--- config.mk ---
export PLATFORM = sky130hd
export DESIGN_NAME = multi_pulse_gen
export DESIGN_NICKNAME = d
export VERILOG_FILES = /design/src/rtl/multi_pulse_gen.sv
export SDC_FILE = /design/constraint.sdc
export NUM_CORES = 1
export LEC_CHECK = 0
export CORE_ASPECT_RATIO = 1.4
export CORE_MARGIN = 1
export CORE_UTILIZATION = 30
export CTS_BUF_LIST = sky130_fd_sc_hd__clkbuf_8
export DETAILED_ROUTE_END_ITERATION = 8
export SKIP_LAST_GASP = 1
export SYNTH_ARGS = -nofsm -noshare
export SYNTH_HDL_FRONTEND = slang
export SYNTH_SLANG_ARGS = --single-unit
export TNS_END_PERCENT = 20
--- constraint.sdc ---
create_clock -name clock -period 7.2 [get_ports clock]
set_clock_uncertainty 0.15 [all_clocks]
set_input_delay 1.44 -clock clock [delete_from_list [all_inputs] [get_ports clock]]
set_output_delay 1.44 -clock clock [all_outputs]
set_load 0.02 [all_outputs]
--- src/rtl/multi_pulse_gen.sv ---
// Multi-channel pulse generator: each channel runs its own IDLE/HIGH/LOW FSM
// on a latched copy of width/period/count, in one-shot or periodic mode.
module multi_pulse_gen #(
  parameter int CHANNELS = 4,
  parameter int CNT_W    = 8
) (
  input  logic                clock,
  input  logic                reset,
  input  logic [CHANNELS-1:0] start,
  input  logic [CHANNELS-1:0] stop,
  input  logic                mode,
  input  logic [CNT_W-1:0]    width,
  input  logic [CNT_W-1:0]    period,
  input  logic [CNT_W-1:0]    count,
  output logic [CHANNELS-1:0] signal,
  output logic [CHANNELS-1:0] busy,
  output logic [CHANNELS-1:0] done
);

  // state | meaning
  // IDLE  | waiting for start; the done strobe is presented while here
  // HIGH  | pulse high, cnt holds remaining high cycles (down-counter)
  // LOW   | periodic gap, cnt holds remaining low cycles (down-counter)
  typedef enum logic [1:0] {
    IDLE = 2'd0,
    HIGH = 2'd1,
    LOW  = 2'd2
  } state_t;

  localparam logic [CNT_W-1:0] ONE = CNT_W'(1);

  for (genvar i = 0; i < CHANNELS; i++) begin : g_ch
    state_t           state, state_nxt;
    logic [CNT_W-1:0] cnt, cnt_nxt;
    logic [CNT_W-1:0] pulses, pulses_nxt;
    logic [CNT_W-1:0] width_l, width_l_nxt;
    logic [CNT_W-1:0] period_l, period_l_nxt;
    logic [CNT_W-1:0] count_l, count_l_nxt;
    logic             mode_l, mode_l_nxt;
    logic             done_q, done_nxt;
    logic             sig_q;
    logic [CNT_W-1:0] low_len;

    // A gap is never shorter than one cycle, so period<=width yields width+1.
    always_comb low_len = (period_l > width_l) ? period_l - width_l : ONE;

    always_comb begin
      state_nxt    = state;
      cnt_nxt      = cnt;
      pulses_nxt   = pulses;
      width_l_nxt  = width_l;
      period_l_nxt = period_l;
      count_l_nxt  = count_l;
      mode_l_nxt   = mode_l;
      done_nxt     = 1'b0;
      case (state)
        IDLE: begin
          if (start[i] && !stop[i]) begin
            mode_l_nxt   = mode;
            width_l_nxt  = width;
            period_l_nxt = period;
            count_l_nxt  = count;
            pulses_nxt   = count;
            if (width != '0) begin
              state_nxt = HIGH;
              cnt_nxt   = width;
            end else begin
              done_nxt = 1'b1;
            end
          end
        end
        HIGH: begin
          if (stop[i]) begin
            state_nxt = IDLE;
            cnt_nxt   = '0;
          end else if (cnt <= ONE) begin
            if (!mode_l || (count_l != '0 && pulses == ONE)) begin
              state_nxt  = IDLE;
              cnt_nxt    = '0;
              pulses_nxt = '0;
              done_nxt   = 1'b1;
            end else begin
              state_nxt = LOW;
              cnt_nxt   = low_len;
              if (count_l != '0) pulses_nxt = pulses - ONE;
            end
          end else begin
            cnt_nxt = cnt - ONE;
          end
        end
        LOW: begin
          if (stop[i]) begin
            state_nxt = IDLE;
            cnt_nxt   = '0;
          end else if (cnt <= ONE) begin
            state_nxt = HIGH;
            cnt_nxt   = width_l;
          end else begin
            cnt_nxt = cnt - ONE;
          end
        end
        default: state_nxt = IDLE;
      endcase
    end

    always_ff @(posedge clock) begin
      if (reset) begin
        state    <= IDLE;
        cnt      <= '0;
        pulses   <= '0;
        width_l  <= '0;
        period_l <= '0;
        count_l  <= '0;
        mode_l   <= 1'b0;
        done_q   <= 1'b0;
        sig_q    <= 1'b0;
      end else begin
        state    <= state_nxt;
        cnt      <= cnt_nxt;
        pulses   <= pulses_nxt;
        width_l  <= width_l_nxt;
        period_l <= period_l_nxt;
        count_l  <= count_l_nxt;
        mode_l   <= mode_l_nxt;
        done_q   <= done_nxt;
        sig_q    <= (state_nxt == HIGH);
      end
    end

    assign signal[i] = sig_q;
    assign busy[i]   = (state != IDLE);
    assign done[i]   = done_q;
  end

endmodule

==> impl_metrics.yaml <==
min_path:
  worstHoldPathType: "reg2reg"
floorplan:
  initial_core_util_pct: 30.4
  num_rows: 83
  io_pins: 47
  coreArea_sq_um: 36700
  die_h_um: 230
  dieArea_sq_um: 37900
  die_w_um: 165
timing:
  maxSlewHeadroom_pct: 25.2
  maxSlewViolCount: 0
  tightest_slew_ns: 1.12
  rsz0062_at_grt: "false"
  fmax_mhz: 245
  period_needed_ns: 4.09
  setup_viol: 0
  hold_viol: 0
  finalSetupTns_ns: 0
  hold-worst-slack_ns: 0.305
  fin_crit_sh_pct: 56.7
logic_synthesis:
  ys.flop_type: "dfxtp_1"
  syn_avg_cell_area_sq_um: 7.39
  ys_types: 81
  synthMostInstantiatedCell: "nand2_1"
  yosys_warnings: 0
  synth_top_cells_by_count: "nand2_1 (269), a21oi_1 (193), dfxtp_1 (180)"
  async_reset_ff_share_pct: 0
  synth-edff-count: 0
  syn-cell-area_sq_um: 11100
  synth_cells: 1508
  ys_ff_latch: 180
  synth_fp_nets: 1612
  synth_top_cell_by_area: "dfxtp_1"
  synthTopCellsByArea: "dfxtp_1 (32%), nand2_1 (9.1%), a21oi_1 (8.7%), ha_1 (7.3%), o21ai_0 (4.5%)"
  yosysTopAreaCellShare_pct: 32.4
  yosysSeqAreaShare_pct: 32.4
global_route:
  grt_pass1_wl_mm: 55.9
  antenna_found_initial: 0
  grt_pass1_vias: 10300
  grt_overflow: 0
  grt_usage_pct: 19.1
  grt_max_degree: 84
outcome:
  status: "completed"
clock_tree:
  cts_resized: 0
  root_buffer: "clkbuf_8"
  ctsHoldBuffers: 0
  cts.htree.levels: 4
  cts_buffer_depth: 2
  post_cts_buffers: 0
  clock_latency_ns: 0.52
  numCtsBuffers: 17
  clkTransAtPathRegs_ns: 0.10
  cts_sinks: 180
  tritoncts: "built"
power:
  ir_drop_uv: 91.5
  power.internal_mw: 1.71
  power.leakage_nw: 4.51
  combPwrFrac_pct: 30.2
  power_mw: 2.69
  seq_power_share_pct: 42.2
  power_frac_clock_pct: 27.6
  power.density_nw_per_um2: 219
  p_sw_mw: 0.981
  swShare_pct: 36.5
finish:
  fillCellCount: 3874
  finish.utilization_pct: 33.5
  drive_gt1_share_pct: 4.44
  area_growth_syn_to_layout_pct: 10.3
  nNetsFinal: 1600
critical_path:
  critPathKind: "in2reg"
  worst_ep_required_time_ns: 7.42
  crit_path_start_kind: "input port"
  arrival_ns: 4.31
  cp-end-kind: "flop"
  critPathMaxFanout: 18
placed_design:
  gp_congestion: 0.923
  hpwl_mm: 26.1
  io_buffer_count: 46
routing:
  final_antenna_net_count: 0
  firstDrtPassIters: 5
  wirelength_mm: 35.7
  drc: 0
  drt_iter0_drc: 906
  post_drt_wl_per_cell_um: 18.1
  vias: 10900
  viasPerCell: 5.49
run:
  cap_violations: 0
[power by group through the flow]
stage / Sequential, mW / Clock [mW] / Combinational, mW
2_1_floorplan: 1.13 / 0 / 0.600
3_3_place_gp: 1.15 / 0 / 0.793
3_5_place_dp: 1.16 / 0 / 0.798
4_1_cts: 1.13 / 0.759 / 0.804
5_1_grt: 1.14 / 0.794 / 0.899
6_report: 1.13 / 0.741 / 0.812
[cell usage in the layout (no fill, tap or decap), types with 11 or more instances in the layout]
| cell type | instances |
|---|---|
| nor2_1 | 81 |
| xor2_1 | 15 |
| inv_1 | 104 |
| a21oi_1 | 193 |
| o22ai_1 | 19 |
| nand2b_1 | 16 |
| or4_1 | 11 |
| xnor2_1 | 13 |
| clkbuf_8 | 19 |
| a31oi_1 | 19 |
| a211oi_1 | 20 |
| nand3_1 | 39 |
| nor4_1 | 14 |
| nor2b_1 | 14 |
| nand2_1 | 269 |
| o21ai_0 | 100 |
| dfxtp_1 | 180 |
| a21o_1 | 19 |
| nand4_1 | 12 |
| nor3_1 | 33 |
| ha_1 | 65 |
| clkdlybuf4s50_1 | 45 |
[sequential cells by signal, indices dropped and copies added (netlist names)]
| name | count |
|---|---|
| g_ch.width_l | 32 |
| g_ch.sig_q | 4 |
| g_ch.cnt | 32 |
| g_ch.count_l | 32 |
| g_ch.period_l | 32 |
| g_ch.state | 8 |
| g_ch.pulses | 32 |
| g_ch.done_q | 4 |
| g_ch.mode_l | 4 |
[per-layer routing]
layer	track usage [%]	up-vias	wire length, um	part of all wire, %
li1	-	5303	-	-
met1	21.9	5105	14500	41
met2	32.1	351	17300	49
met3	3.57	103	1820	5.1
met4	12.1	0	2070	5.8
met5	0	-	0	0
[worst max-delay path, cell delays in order]
cell and delay [ns]:
clkdlybuf4s50_1 0.84, or4_1 0.29, o21ai_1 0.14, a21oi_1 0.90
o21ai_0 0.32, a211oi_1 0.29, nor3_1 0.07
[through the flow]
step           setup slack [ns]  area, sq um  std cells
2_1_floorplan              3.84        11100       1508
3_3_place_gp               2.71        11900       1944
3_5_place_dp               2.60        11900       1944
4_1_cts                    3.16        12300       1976
5_1_grt                    2.77        12300       1976
6_report                   3.11        12300       1977
[final cells by class]
cell class | instances | area [sq um] | area share, %
antenna | 1 | 2.50 | 0.0204
inverter | 105 | 394 | 3.21
timing repair buffer | 55 | 526 | 4.28
sequential | 180 | 3600 | 29.3
clock inverter | 13 | 149 | 1.21
tap | 467 | 584 | 4.76
clock buffer | 19 | 262 | 2.13
multi-input combinational | 1137 | 6770 | 55.1
[path summary, 6_finish.rpt]
check        cells past startpoint                             from                               to  slack (ns)
max                              7                         width[0]      g_ch[1].cnt[7]$_SDFFE_PP0P_        3.11
min                              2  g_ch[0].count_l[6]$_SDFFE_PP0P_  g_ch[0].count_l[6]$_SDFFE_PP0P_        0.30
min reg2reg                      2  g_ch[0].count_l[6]$_SDFFE_PP0P_  g_ch[0].count_l[6]$_SDFFE_PP0P_        0.30
max reg2reg                      9      g_ch[2].state[0]$_SDFF_PP0_      g_ch[2].cnt[4]$_SDFFE_PP0P_        4.08
[kinds of logic (layout without fill, tap and decap cells)]
kind of cell,count (synthesis),in the layout,synth area share (%)
other cells,0,1,0
compound gates,481,481,26.6
simple gates,553,553,23.3
mux,6,6,0.573
buf+inv,191,192,6.94
xor+xnor,28,28,2.20
fa+ha+maj,69,69,8.02
flops,180,180,32.4
Power figures use the tool's default switching activity.
